File: config.mk
export PLATFORM = sky130hd
export DESIGN_NAME = spi_cs_arbiter
export DESIGN_NICKNAME = d
export VERILOG_FILES = /design/src/rtl/spi_cs_arbiter.sv
export SDC_FILE = /design/constraint.sdc
export NUM_CORES = 1
export LEC_CHECK = 0
export CAP_MARGIN = 40
export CELL_PAD_IN_SITES_DETAIL_PLACEMENT = 2
export CELL_PAD_IN_SITES_GLOBAL_PLACEMENT = 2
export CORE_MARGIN = 1
export CORE_UTILIZATION = 29
export DETAILED_ROUTE_END_ITERATION = 7
export GPL_TIMING_DRIVEN = 0
export PLACE_DENSITY_LB_ADDON = 0.1
export SYNTH_ARGS = -nofsm -noshare
export SYNTH_HDL_FRONTEND = slang
export SYNTH_SLANG_ARGS = --single-unit
File: constraint.sdc
create_clock -name clk_i -period 3 [get_ports clk_i]
set_input_delay 0.6 -clock clk_i [delete_from_list [all_inputs] [get_ports clk_i]]
set_output_delay 0.6 -clock clk_i [all_outputs]
set_load 0.05 [all_outputs]
File: src/rtl/spi_cs_arbiter.sv
// Round-robin arbiter and sequencer that shares one SPI master between MPU, shift register and flash.
// It drives one chip-select for the latched number of SCLK cycles, then holds an idle gap.
module spi_cs_arbiter #(
    parameter int CNT_W      = 13,
    parameter int GAP_CYCLES = 2
) (
    input  logic               clk_i,
    input  logic               rst_i,
    input  logic [2:0]         req_i,
    input  logic [3*CNT_W-1:0] req_len_i,
    input  logic [2:0]         req_nrw_i,
    input  logic               abort_i,
    output logic [2:0]         gnt_o,
    output logic [2:0]         done_o,
    output logic               aborted_o,
    output logic               cs_mpu_o,
    output logic               cs_shift_reg_o,
    output logic               cs_flash_o,
    output logic [CNT_W-1:0]   data_size_o,
    output logic               master_mode_nrw_o,
    output logic               busy_o
);

    localparam int GAP_EFF = (GAP_CYCLES < 1) ? 1 : GAP_CYCLES;
    localparam int GAP_W   = (GAP_EFF > 1) ? $clog2(GAP_EFF) : 1;
    localparam logic [GAP_W-1:0] GAP_LOAD = GAP_W'(GAP_EFF - 1);

    typedef enum logic [1:0] {
        S_IDLE,
        S_SETUP,
        S_ACTIVE,
        S_GAP
    } state_e;

    state_e             state_q, state_d;
    logic [1:0]         prio_q, prio_d;
    logic [1:0]         win_q, win_d;
    logic [CNT_W-1:0]   size_q, size_d;
    logic               mode_q, mode_d;
    logic [CNT_W-1:0]   bit_cnt_q, bit_cnt_d;
    logic [GAP_W-1:0]   gap_cnt_q, gap_cnt_d;
    logic               abort_flag_q, abort_flag_d;
    logic [2:0]         gnt_q, gnt_d;
    logic [2:0]         cs_q, cs_d;
    logic [2:0]         done_q, done_d;
    logic               aborted_q, aborted_d;
    logic               busy_q, busy_d;

    logic [1:0]         cand0, cand1, cand2;
    logic [1:0]         win_sel;
    logic [CNT_W-1:0]   len_sel;

    function automatic logic [2:0] onehot(input logic [1:0] idx);
        return 3'b001 << idx;
    endfunction

    // Search upward from the priority pointer, wrapping modulo 3.
    always_comb begin
        cand0 = prio_q;
        cand1 = (prio_q == 2'd2) ? 2'd0 : prio_q + 2'd1;
        cand2 = (prio_q == 2'd0) ? 2'd2 : prio_q - 2'd1;
        if (req_i[cand0]) begin
            win_sel = cand0;
        end else if (req_i[cand1]) begin
            win_sel = cand1;
        end else begin
            win_sel = cand2;
        end
    end

    always_comb begin
        case (win_sel)
            2'd0:    len_sel = req_len_i[0*CNT_W +: CNT_W];
            2'd1:    len_sel = req_len_i[1*CNT_W +: CNT_W];
            default: len_sel = req_len_i[2*CNT_W +: CNT_W];
        endcase
    end

    always_comb begin
        state_d      = state_q;
        prio_d       = prio_q;
        win_d        = win_q;
        size_d       = size_q;
        mode_d       = mode_q;
        bit_cnt_d    = bit_cnt_q;
        gap_cnt_d    = gap_cnt_q;
        abort_flag_d = abort_flag_q;
        gnt_d        = gnt_q;
        cs_d         = cs_q;
        done_d       = 3'b000;
        aborted_d    = 1'b0;

        case (state_q)
            S_IDLE: begin
                if (req_i != 3'b000) begin
                    win_d   = win_sel;
                    size_d  = len_sel;
                    mode_d  = req_nrw_i[win_sel];
                    prio_d  = (win_sel == 2'd2) ? 2'd0 : win_sel + 2'd1;
                    gnt_d   = onehot(win_sel);
                    cs_d    = 3'b000;
                    state_d = S_SETUP;
                end
            end
            S_SETUP: begin
                bit_cnt_d = size_q;
                if (size_q == '0) begin
                    gnt_d     = 3'b000;
                    done_d    = onehot(win_q);
                    aborted_d = abort_flag_q;
                    gap_cnt_d = GAP_LOAD;
                    state_d   = S_GAP;
                end else begin
                    cs_d    = onehot(win_q);
                    state_d = S_ACTIVE;
                end
            end
            S_ACTIVE: begin
                bit_cnt_d = bit_cnt_q - 1'b1;
                // bit_cnt reaching 1 marks the last of exactly len chip-select cycles.
                if (abort_i || (bit_cnt_q == CNT_W'(1))) begin
                    abort_flag_d = abort_i;
                    aborted_d    = abort_i;
                    done_d       = onehot(win_q);
                    gnt_d        = 3'b000;
                    cs_d         = 3'b000;
                    gap_cnt_d    = GAP_LOAD;
                    state_d      = S_GAP;
                end
            end
            S_GAP: begin
                if (gap_cnt_q == '0) begin
                    abort_flag_d = 1'b0;
                    state_d      = S_IDLE;
                end else begin
                    gap_cnt_d = gap_cnt_q - 1'b1;
                end
            end
            default: begin
                state_d = S_IDLE;
                gnt_d   = 3'b000;
                cs_d    = 3'b000;
            end
        endcase

        busy_d = (state_d != S_IDLE);
    end

    always_ff @(posedge clk_i) begin
        if (!rst_i) begin
            state_q      <= S_IDLE;
            prio_q       <= 2'd0;
            win_q        <= 2'd0;
            size_q       <= '0;
            mode_q       <= 1'b0;
            bit_cnt_q    <= '0;
            gap_cnt_q    <= '0;
            abort_flag_q <= 1'b0;
            gnt_q        <= 3'b000;
            cs_q         <= 3'b000;
            done_q       <= 3'b000;
            aborted_q    <= 1'b0;
            busy_q       <= 1'b0;
        end else begin
            state_q      <= state_d;
            prio_q       <= prio_d;
            win_q        <= win_d;
            size_q       <= size_d;
            mode_q       <= mode_d;
            bit_cnt_q    <= bit_cnt_d;
            gap_cnt_q    <= gap_cnt_d;
            abort_flag_q <= abort_flag_d;
            gnt_q        <= gnt_d;
            cs_q         <= cs_d;
            done_q       <= done_d;
            aborted_q    <= aborted_d;
            busy_q       <= busy_d;
        end
    end

    assign gnt_o             = gnt_q;
    assign done_o            = done_q;
    assign aborted_o         = aborted_q;
    assign cs_mpu_o          = cs_q[0];
    assign cs_shift_reg_o    = cs_q[1];
    assign cs_flash_o        = cs_q[2];
    assign data_size_o       = size_q;
    assign master_mode_nrw_o = mode_q;
    assign busy_o            = busy_q;

endmodule

==> run metrics <==
status=completed; layout cells sized above 1=5.39%; commonest cells in the netlist=dfxtp_1 (46), o21ai_0 (31), nand2_1 (23), nor2_1 (23), a211oi_1 (22); initial drt markers=49; Setup Skew=0.0120 ns; Final Hold Vio Count=0; most numerous cell in the Yosys netlist=dfxtp_1; mux share of post-synthesis cell area=1.63%; Synth Net Count=386; TritonCTS Buffers=5; vias in the first global route=2959; initial core utilization=30.0%; Yosys reg bits=46; hold_sp=gnt_o[1]; Global Route Usage Sum=20.1%; H-tree levels=2; Synth Area in Simple Gates=24.6%; total grt overflow=0; CORE AREA=0.00872 mm^2; largest net degree at the start of global routing=15; worst-case clock buffer depth=2; synth top area cells=dfxtp_1 (35%), a211oi_1 (6.3%), o21ai_0 (5.9%); PwrDens=~1100 mW/mm^2; Die Span Y=96.9 um; FMAX=378 MHz; Tot Pwr=3.94 mW; Worst Reg-to-Reg Cells=9; Die Area=0.00939 mm^2; Via density=5.40; first-pass GRT wire length=15200 um; Top-Level Pins=73; # hold bufs at CTS=0; row cnt=34; worst r2r src=cand0[0]; Port Buffers=72; TritonCTS clock tree=done; ys async rst share=0%; clock sinks=46; Final Critical Period=roughly 2.6 ns; Synth Flop Type=dfxtp_1; hold endpoint=gnt_o[1]; CP Capture Type=flip-flop; DR vias=around 2800; initial antenna violation count=0; Startpoint Class=input port; Post-Synth Adder-Cell Area=4.79%; area delta synth->final=38.2%; post-DR wirelength/cell=between 15 and 20 um; max cap viols=0; Seq/Total Area, Yosys=roughly a third; GPL Wtd Cong=between 0.7 and 0.8; Distinct cells, synth=49; Post-Syn Area=0.00261 mm^2; clock transition at the registers of the reported paths=0.09 ns; WHS Path Cells=2; Least-Margin Pin Slew=0.788 ns; nets=465; Critical Path RT=around 3.2 ns; final core occ=41.4%; Final period util=88.3%; Final ANT Viol Nets=0; main combinational cell family by area after synthesis=compound AO/OA/AOI/OAI gates; fin. max-slew vios=0; Pleak=about 1.3 nW; # DRC=0; flop2flop setup slack=between 0.4 and 0.5 ns; drt pass-1 iters=4; Synth Area in Compound Gates=between 20 and 30%; largest vdd supply drop=0.388 mV; Synth Area per Inst=roughly 8 um^2; worst-skew pair later-pin latency=0.31 ns; Worst Hold Class=flip-flop to flip-flop; WP data arrival=2.88 ns; RSZ-0062 raised after global routing=no; Warnings, synthesis=0; CP max FO=10; # setup viols final=0; WS Path Type=input port to flip-flop; Die X-Extent=96.9 um; Synth Area in XOR/XNOR=0%; Worst R2R End=data_size_o[8]; total wire length=9280 um; Slew headroom=roughly 47%; Yosys top cell area share=35.2%; root buffer cell=clkbuf_8; post-cts sizing count=0; Post-Syn Instances=328; Hold Slack=0.463 ns; Post-synth EDFFs=0; dpl hpwl=7300 um; Synth area leader=dfxtp_1; Antenna Cells=0; post-CTS setup buffers=0
-- flip-flops by register name, summed over array words and instances, names as in the netlist --
name	flops
cand0	2
master_mode_nrw_o	1
aborted_o	1
data_size_o	13
abort_flag_q	1
gap_cnt_q	1
state_q	2
win_q	2
done_o	3
bit_cnt_q	13
cs_q	3
busy_o	1
gnt_o	3
-- per-stage QoR --
stage / setup WS [ns] / std cells / area (um^2) / setup TNS [ns]
floorplan: 0.888 / 328 / 2610 / 0
global placement: 0.0954 / 508 / 3470 / 0
detailed placement: -0.00882 / 508 / 3470 / -0.00882
CTS: 0.314 / 516 / 3610 / 0
global route: 0.125 / 516 / 3610 / 0
finish: 0.352 / 516 / 3610 / 0
-- layout make-up --
| cell class | instances | area [um^2] |
|---|---|---|
| plain buffers | 20 | 78.8 |
| clock buffers | 6 | 82.6 |
| clock inverters | 2 | 60.1 |
| fillers | 993 | 5110 |
| inverters | 17 | 63.8 |
| multi-input cells | 245 | 1550 |
| flip-flops and latches | 46 | 921 |
| well taps | 108 | 135 |
| repair buffers | 72 | 721 |
-- where the power goes --
| group | total, mW | internal, mW | switching (mW) |
|---|---|---|---|
| Sequential | 1.07 | 0.814 | 0.252 |
| Combinational | 2.29 | 0.833 | 1.45 |
| Clock | 0.591 | 0.356 | 0.236 |
-- critical path, cell delays in order --
cell and delay (ns):
clkdlybuf4s50_1 0.48, nand2b_1 0.17, a21o_1 0.17, a2bb2oi_1 0.40, or2_1 0.16, clkbuf_1 0.31, buf_2 0.29, a211oi_1 0.12
o21ai_0 0.17
-- layer usage --
layer | GRT usage [%] | vias up | share of wire [%]
met2 | 35.1 | 63 | 49
met4 | 5.05 | 0 | 1.2
met5 | 0 | - | 0
li1 | - | 1370 | -
met3 | 4.05 | 8 | 4.3
met1 | 25.2 | 1346 | 46
-- layout by cell type (no fill, tap or decap), types with 6 or more instances in the layout --
| cell | netlist | layout |
|---|---|---|
| clkdlybuf4s50_1 | 0 | 72 |
| dfxtp_1 | 46 | 46 |
| o21ai_0 | 31 | 31 |
| nand2_1 | 23 | 23 |
| nor2_1 | 23 | 23 |
| a211oi_1 | 22 | 22 |
| a21oi_1 | 17 | 17 |
| nand3_1 | 17 | 17 |
| clkbuf_1 | 16 | 16 |
| inv_1 | 15 | 15 |
| nor3b_1 | 12 | 12 |
| ha_1 | 10 | 10 |
| nand2b_1 | 8 | 8 |
| nor3_1 | 7 | 7 |
| or4_1 | 6 | 6 |
| clkbuf_8 | 0 | 6 |
-- logic make-up (layout without fill, tap and decap cells) --
family,after synthesis,count (layout)
AOI/OAI and AO/OA,113,113
adders and majority gates,10,10
buffers and inverters,37,117
DFF,46,46
muxes,4,4
and+or+nand+nor,118,118
-- worst max-delay path by stage --
stage | startpoint | to | slack [ns]
2_1_floorplan | data_size_o[5] | gnt_o[1] | 0.89
3_3_place_gp | req_i[0] | data_size_o[4] | 0.1
3_5_place_dp | req_i[0] | data_size_o[10] | -0.009
4_1_cts | req_i[0] | data_size_o[10] | 0.31
5_1_grt | req_i[0] | data_size_o[10] | 0.12
6_report | req_i[0] | data_size_o[10] | 0.35
Note: power is estimated with default switching activity, not from simulation.
